### src/rtl/idli_pkg.sv
// rtl/idli_pkg.sv - shared types and field extraction for the serial instruction decoder.
// Optional IDLI_SDC_ERR_EN adds an err flag to op_t for the reserved 0001/0010/0011 opcode groups.
package idli_pkg;

  typedef logic [1:0] preg_t;
  typedef logic [2:0] greg_t;

  localparam preg_t PREG_PT = 2'b11;

  typedef enum logic {
    ST_INSN,
    ST_IMM
  } sdc_state_t;

  typedef struct packed {
    logic [4:0]  opc;
    preg_t       p;
    preg_t       q;
    greg_t       a;
    greg_t       b;
    greg_t       c;
    logic        imm;
    logic [15:0] imm_val;
`ifdef IDLI_SDC_ERR_EN
    logic        err;
`endif
  } op_t;

  function automatic op_t sdc_extract(input logic [15:0] w);
    op_t op;
    op     = '0;
    op.opc = w[15:11];
    // Opcode group 0000 carries no predicate; it always executes under PT.
    op.p   = (w[15:12] == 4'b0000) ? PREG_PT : w[10:9];
    op.a   = {w[8], w[7:6]};
    op.q   = w[7:6];
    op.b   = w[5:3];
    op.c   = w[2:0];
    op.imm = &w[2:0];
`ifdef IDLI_SDC_ERR_EN
    op.err = (w[15:12] == 4'b0001) || (w[15:12] == 4'b0010) || (w[15:12] == 4'b0011);
    if (op.err) op.imm = 1'b0;
`endif
    return op;
  endfunction

endpackage

### src/rtl/idli_serial_decode_m_deser.sv
// rtl/idli_serial_decode_m_deser.sv - LANES-wide to 16b deserialiser with beat counter and last-beat flag.
module idli_sdc_deser_m
  import idli_pkg::*;
#(
  parameter int LANES = 4
) (
  input  logic             i_clk,
  input  logic             i_rst,
  input  logic [LANES-1:0] i_beat,
  input  logic             i_shift,
  output logic [15:0]      o_word,
  output logic             o_last
);

  localparam int BEATS = 16 / LANES;
  localparam int CW    = $clog2(BEATS);
  localparam logic [CW-1:0] CNT_LAST = CW'(BEATS - 1);

  // Only the history is stored; the current beat completes the word combinationally
  // so the decode can be registered in the same cycle as the final beat.
  logic [15-LANES:0] sr_q, sr_d;
  logic [CW-1:0]     cnt_q, cnt_d;

  assign o_word = {sr_q, i_beat};
  assign o_last = (cnt_q == CNT_LAST);

  always_comb begin
    sr_d  = sr_q;
    cnt_d = cnt_q;
    if (i_shift) begin
      sr_d  = o_word[15-LANES:0];
      cnt_d = o_last ? '0 : cnt_q + 1'b1;
    end
  end

  always_ff @(posedge i_clk) begin
    if (i_rst) begin
      sr_q  <= '0;
      cnt_q <= '0;
    end else begin
      sr_q  <= sr_d;
      cnt_q <= cnt_d;
    end
  end

endmodule

### src/rtl/idli_serial_decode_m.sv
// rtl/idli_serial_decode_m.sv - serial instruction decoder: assembles insn (+imm) words and publishes one op.
// Build option IDLI_SDC_ERR_EN: flag reserved encodings as err and suppress their immediate.
module idli_serial_decode_m
  import idli_pkg::*;
#(
  parameter int LANES = 4
) (
  input  logic             i_sdc_gck,
  input  logic             i_sdc_rst,
  input  logic [LANES-1:0] i_sdc_enc,
  input  logic             i_sdc_enc_vld,
  output logic             o_sdc_enc_rdy,
  output op_t              o_sdc_op,
  output logic             o_sdc_op_vld,
  input  logic             i_sdc_op_rdy
);

  sdc_state_t  state_q, state_d;
  op_t         op_q, op_d;
  op_t         pend_q, pend_d;
  op_t         dec;
  logic        vld_q, vld_d;
  logic [15:0] word;
  logic        last;
  logic        final_beat;
  logic        fire;

  idli_sdc_deser_m #(.LANES(LANES)) u_deser (
    .i_clk   (i_sdc_gck),
    .i_rst   (i_sdc_rst),
    .i_beat  (i_sdc_enc),
    .i_shift (fire),
    .o_word  (word),
    .o_last  (last)
  );

  assign dec = sdc_extract(word);

  // Only the beat that would publish waits for a free output slot; all others overlap.
  assign final_beat    = last && ((state_q == ST_IMM) || !dec.imm);
  assign o_sdc_enc_rdy = final_beat ? (!vld_q || i_sdc_op_rdy) : 1'b1;
  assign fire          = i_sdc_enc_vld && o_sdc_enc_rdy;

  assign o_sdc_op     = op_q;
  assign o_sdc_op_vld = vld_q;

  always_comb begin
    state_d = state_q;
    pend_d  = pend_q;
    op_d    = op_q;
    vld_d   = vld_q && !i_sdc_op_rdy;
    if (fire && last) begin
      if (state_q == ST_INSN) begin
        if (dec.imm) begin
          pend_d  = dec;
          state_d = ST_IMM;
        end else begin
          op_d  = dec;
          vld_d = 1'b1;
        end
      end else begin
        op_d         = pend_q;
        op_d.imm_val = word;
        vld_d        = 1'b1;
        state_d      = ST_INSN;
      end
    end
  end

  always_ff @(posedge i_sdc_gck) begin
    if (i_sdc_rst) begin
      state_q <= ST_INSN;
      op_q    <= '0;
      pend_q  <= '0;
      vld_q   <= 1'b0;
    end else begin
      state_q <= state_d;
      op_q    <= op_d;
      pend_q  <= pend_d;
      vld_q   <= vld_d;
    end
  end

endmodule

### config.mk
export PLATFORM = sky130hd
export DESIGN_NAME = idli_serial_decode_m
export DESIGN_NICKNAME = d
export VERILOG_FILES = /design/src/rtl/idli_pkg.sv /design/src/rtl/idli_serial_decode_m_deser.sv /design/src/rtl/idli_serial_decode_m.sv
export SDC_FILE = /design/constraint.sdc
export NUM_CORES = 1
export LEC_CHECK = 0
export ABC_AREA = 1
export BUFFER_PORTS_ARGS = -buffer_cell sky130_fd_sc_hd__clkbuf_2
export CORE_MARGIN = 5
export CORE_UTILIZATION = 35
export CTS_CLUSTER_SIZE = 28
export DETAILED_ROUTE_END_ITERATION = 8
export GPL_ROUTABILITY_DRIVEN = 0
export PLACE_DENSITY_LB_ADDON = 0.12
export SLEW_MARGIN = 5
export SYNTH_ARGS = -nofsm -noshare
export SYNTH_HDL_FRONTEND = slang
export SYNTH_HIERARCHICAL = 1
export SYNTH_SLANG_ARGS = --single-unit
### constraint.sdc
create_clock -name i_sdc_gck -period 2.8 [get_ports i_sdc_gck]
set_clock_uncertainty 0.05 [all_clocks]
set_input_delay 0.56 -clock i_sdc_gck [delete_from_list [all_inputs] [get_ports i_sdc_gck]]
set_output_delay 0.56 -clock i_sdc_gck [all_outputs]
set_load 0.01 [all_outputs]
==> results of run 1 <==
-- through the flow --
stage | cell area (um2) | worst slack [ps] | total power (W)
after floorplan | 2740 | 1060 | 0.00109
after global placement | 2960 | 777 | 0.00113
after detailed placement | 2960 | 696 | 0.00113
after CTS | 3160 | 911 | 0.00193
after global routing | 3160 | 821 | 0.00199
final | 3160 | 928 | 0.00190
-- area by class of cell --
class | instances | area (um2) | share of cell area, %
Sequential cell | 66 | 1320 | 41.9
Inverter | 51 | 191 | 6.07
Timing Repair Buffer | 51 | 273 | 8.64
Clock buffer | 11 | 151 | 4.80
Multi-Input combinational cell | 239 | 1050 | 33.3
Tap cell | 102 | 128 | 4.04
Clock inverter | 3 | 40.0 | 1.27
-- worst min path at each step --
stage                     cells past startpoint         end       start
after floorplan                               2  pend_q[31]  pend_q[31]
after global placement                        2  pend_q[34]  pend_q[34]
after detailed placement                      2  pend_q[20]  pend_q[20]
after CTS                                     2  pend_q[20]  pend_q[20]
after global routing                          2  pend_q[34]  pend_q[34]
final                                         2  pend_q[25]  pend_q[25]
-- cell families (layout without fill, tap and decap cells) --
kind of cell / count (synthesis) / in the layout / synth area share, %
and+or+nand+nor: 145 / 145 / 20.7
buffers and inverters: 79 / 116 / 13.4
AOI/OAI and AO/OA: 93 / 93 / 17.2
DFF: 66 / 66 / 48.2
adders and majority gates: 1 / 1 / 0.457
-- power breakdown --
| part | leakage, nW | switching, W | internal [W] |
|---|---|---|---|
| combinational | 0.795 | 0.0000824 | 0.0000408 |
| sequential | 0.535 | 0.0000212 | 0.000960 |
| clock | 0.101 | 0.000350 | 0.000447 |
-- registers in the layout, indices dropped and copies added, names as in the netlist --
register / flops
o_sdc_op: 33
o_sdc_op_vld: 1
pend_q: 17
state_q: 1
u_deser/cnt_q: 2
u_deser/sr_q: 12
-- metal layers --
layer | vias up | GRT usage, % | wire length (um)
met5 | - | 0 | 0
met4 | 0 | 6.93 | 140
met1 | 1060 | 19.5 | 3420
met2 | 44 | 21.5 | 2840
li1 | 1250 | - | -
met3 | 13 | 3.11 | 270
-- layout by cell type (no fill, tap or decap), drive strengths merged --
| master | instances |
|---|---|
| nand2 | 98 |
| dfxtp | 66 |
| clkbuf | 55 |
| a21oi | 51 |
| inv | 51 |
| nor2 | 41 |
| o21ai | 41 |
| buf | 7 |
| nand3 | 3 |
| clkinv | 2 |
| nand4 | 2 |
| and2 | 1 |
| o21bai | 1 |
| bufinv | 1 |
| ha | 1 |
-- worst max-delay path: cells and delay by family (launching register included) --
family / cells / cell delay, ps
buf+inv: 1 / 160
fa+ha+maj: 1 / 260
simple gates: 1 / 160
flops: 1 / 350
==> flow_summary.json, run 1 <==
{
  "synth_area_um2": 2740,
  "vias": 2367,
  "synth.net_count": 393,
  "yosys.area.top_type": "dfxtp_1",
  "slowest_delay_ps": 350,
  "tightestPinTransition_ps": 808,
  "die_h_um": 98.5,
  "crit_end": "o_sdc_enc_rdy",
  "dp_cells": 509,
  "reg2reg_to": "u_deser/sr_q[6]",
  "critical_path_class": "reg -> out",
  "grt_usage_pct": 14.3,
  "cts.clk_slew.worst_paths_ps": 70,
  "clock-sinks": 66,
  "first_iter_violations": 92,
  "antenna_found_initial": 0,
  "slowest_stage": "dfxtp_1",
  "clock-root-buffer": "clkbuf_8",
  "num_antenna_cells": 0,
  "drtPass1Iterations": 4,
  "layout_min_cycle_time_ps": 1870,
  "min_path_type": "reg -> reg",
  "cp_data_required_time_ps": 2190,
  "whs_ps": 397,
  "final_nets": 427,
  "syn_area_per_cell_um2": 7.14,
  "vdd_drop_max_v": 0.000267,
  "synthTopCellsByArea": "dfxtp_1, nand2_1, a21oi_1",
  "critical_path_arrival_ps": 1260,
  "rr_startpoint": "u_deser/cnt_q[0]",
  "wire_per_inst_um": 12.8,
  "final_hold_viol_count": 0,
  "drc": 0,
  "synthTopCellsByCount": "nand2_1, dfxtp_1, a21oi_1",
  "synth.most_common_cell": "nand2_1",
  "status": "complete, no violations",
  "tns_ps": 0,
  "max_slew_margin_pct": 46.1,
  "cp-end-kind": "output port",
  "grt_pass1_vias": 2213,
  "dieArea_um2": 9700,
  "rsz0062_at_grt": "no",
  "die-width_um": 98.5,
  "gr-total-overflow": 0,
  "rows": 32,
  "async_flop_share_pct": 0,
  "crit_path_start_kind": "register",
  "ff2ff_setup_slack_ps": 960,
  "ys_ff_latch": 66,
  "core_um2": 7690,
  "area_growth_pct": 15.2,
  "setup_viol_count_final": 0,
  "holdBufCountCts": 0,
  "routed_via_density": 4.53,
  "place_hpwl_um": 4510,
  "synth_enable_flop_cells": 0,
  "yosysUniqueCellTypes": 20,
  "fin_util_pct": 41.0,
  "maxCapViolCount": 0,
  "crit_chain": "ha_1 > nand3_1 > clkbuf_2",
  "maxSlewViolCount": 0,
  "fmax_mhz": 534,
  "htree_levels": 3,
  "fillers": 860,
  "synthCells": 384,
  "synth_top_area_share_pct": 48.2,
  "io_buffers": 44,
  "routed_wl_um": 6670,
  "ios": 45,
  "grt_max_degree": 29,
  "p_per_area_nw_per_um2": 603,
  "post-route-period-util_pct": 66.8,
  "post_cts_buffers": 0,
  "ant_nets": 0,
  "ys_warn_count": 6,
  "numCtsBuffers": 9,
  "synth_seq_area_share_pct": 48.2,
  "cp_max_fo": 5,
  "start_util_pct": 35.6,
  "worstRegToRegCells": 6,
  "synth_top_flop_cell": "dfxtp_1",
  "fin_cells": 523,
  "grt_pass1_wl_um": 11000,
  "clockBufferDepth": 2,
  "tritoncts": "yes",
  "clock_latency_ps": 340,
  "cts_resized": 0,
  "crit_start": "u_deser/cnt_q[0]",
  "p_leak_nw": 1.43,
  "drive_gt1_share_pct": 16.9
}
No activity file was read; power rests on OpenSTA's default activity.
==> inputs of run 2 (changes only) <==
==> constraint.sdc (replaced) <==
create_clock -name i_sdc_gck -period 1.8 [get_ports i_sdc_gck]
set_clock_uncertainty 0.05 [all_clocks]
set_input_delay 0.36 -clock i_sdc_gck [delete_from_list [all_inputs] [get_ports i_sdc_gck]]
set_output_delay 0.36 -clock i_sdc_gck [all_outputs]
set_load 0.01 [all_outputs]
==> run 2 against run 1 <==
Cell count increased by 1.7%. Sequential power increased by 56%. Non-clock buffer count increased by 7. Clock-buffer cell count unchanged. Combinational power increased by 66%. Clock power increased by 56%. Via count increased by 1.4%. Wire length increased by 0.85%. Largest cell class unchanged.
==> flow_summary.json, run 2 (synthesized netlist as in run 1, its figures left out) <==
{
  "vias": 2401,
  "pwr-share-comb_pct": 6.9,
  "p_total_w": 0.00297,
  "clock-sinks": 66,
  "area_growth_pct": 17.7,
  "num_antenna_cells": 0,
  "vdd_drop_max_v": 0.000341,
  "die_h_um": 98.5,
  "setup_ws_ps": 119,
  "final_hold_viol_count": 0,
  "p_leak_nw": 1.47,
  "grt_pass1_vias": 2263,
  "place_hpwl_um": 4730,
  "rsz0062_at_grt": "no",
  "cp_data_required_time_ps": 1390,
  "tns_ps": 0,
  "multi_input_area_um2": 1050,
  "seq_area_um2": 1320,
  "post_cts_buffers": 0,
  "io_buffers": 44,
  "holdBufCountCts": 0,
  "critical_path_class": "reg -> out",
  "antenna_found_initial": 0,
  "p_seq_share_pct": 51.4,
  "p_clk_share_pct": 41.7,
  "core_um2": 7690,
  "tightestPinTransition_ps": 437,
  "grt_usage_pct": 14.5,
  "routed_wl_um": 6730,
  "dieArea_um2": 9700,
  "min_path_type": "in -> reg",
  "cts_resized": 0,
  "setup_viol_count_final": 0,
  "tritoncts": "yes",
  "p_per_area_nw_per_um2": 920,
  "cp_max_fo": 5,
  "maxSlewViolCount": 0,
  "numCtsBuffers": 9,
  "maxCapViolCount": 0,
  "first_iter_violations": 101,
  "grt_max_degree": 29,
  "drive_gt1_share_pct": 18.4,
  "start_util_pct": 35.6,
  "crit_path_start_kind": "register",
  "gr-total-overflow": 0,
  "largest_register_ffs": 33,
  "fmax_mhz": 595,
  "final_nets": 434,
  "layout_commonest_cell": "nand2_1",
  "wire_per_inst_um": 12.6,
  "cts.clk_slew.worst_paths_ps": 70,
  "final_cell_mix": "nand2_1, dfxtp_1, a21oi_1",
  "die-width_um": 98.5,
  "ff2ff_setup_slack_ps": 240,
  "clock-root-buffer": "clkbuf_8",
  "rows": 32,
  "max_slew_margin_pct": 70.8,
  "drc": 0,
  "switching_share_pct": 24.5,
  "internal_power_w": 0.00224,
  "htree_levels": 3,
  "critical_path_arrival_ps": 1270,
  "clockBufferDepth": 2,
  "ant_nets": 0,
  "clock_latency_ps": 340,
  "fillers": 859,
  "cp-end-kind": "output port",
  "layout_min_cycle_time_ps": 1680,
  "dp_slack_ps": 221,
  "grt_pass1_wl_um": 11200,
  "status": "complete, no violations",
  "drtPass1Iterations": 4,
  "post-route-period-util_pct": 93.4,
  "ios": 45,
  "routed_via_density": 4.51,
  "switchingPower_w": 0.000726
}
[run 2: cell types whose count changed in the layout (fill, tap and decap cells not counted)]
cell	previous run	this run
buf_12	0	1
buf_4	7	13
clkbuf_1	0	1
clkbuf_8	11	10
clkinv_2	2	3
clkinv_4	0	1
[run 2: stage by stage]
stage	util, %	instance area (um2)	cells	hold slack, ps
after floorplan	-	2740	384	374
after global placement	39.4	3030	516	382
after detailed placement	39.4	3030	516	385
after CTS	41.9	3220	532	231
after global routing	41.9	3220	532	235
final	41.9	3220	532	240
[run 2: power groups by stage]
stage	Combinational, W	Clock, W	Sequential, W
after floorplan	0.000146	0	0.00155
after global placement	0.000205	0	0.00156
after detailed placement	0.000205	0	0.00156
after CTS	0.000206	0.00127	0.00153
after global routing	0.000235	0.00134	0.00153
final	0.000204	0.00124	0.00153
[run 2: layout make-up]
type / instances / share of cell area, %
Clock buffer: 11 / 4.38
Clock inverter: 5 / 1.67
Multi-Input combinational cell: 239 / 32.6
Sequential cell: 66 / 41.0
Inverter: 51 / 5.94
Tap cell: 102 / 3.96
Timing Repair Buffer: 58 / 10.5
[run 2: worst paths after layout]
check	start	endpoint	cells past startpoint
setup / recovery	u_deser/cnt_q[0]	o_sdc_enc_rdy	3
hold / removal	i_sdc_rst	pend_q[18]	2
setup reg to reg	u_deser/cnt_q[0]	u_deser/sr_q[6]	6
hold reg to reg	pend_q[31]	pend_q[31]	2
[run 2: per-layer routing]
metal	vias up	track usage [%]	routed length, um
met5	-	0	0
met4	0	7.14	139
met3	10	3.18	285
met2	50	22.6	2930
met1	1073	19.2	3370
li1	1268	-	-
[run 2: worst max-delay path: stages (launching register included)]
cell	delay [ps]
dfxtp_1	350
ha_1	260
nand3_1	160
clkbuf_2	160
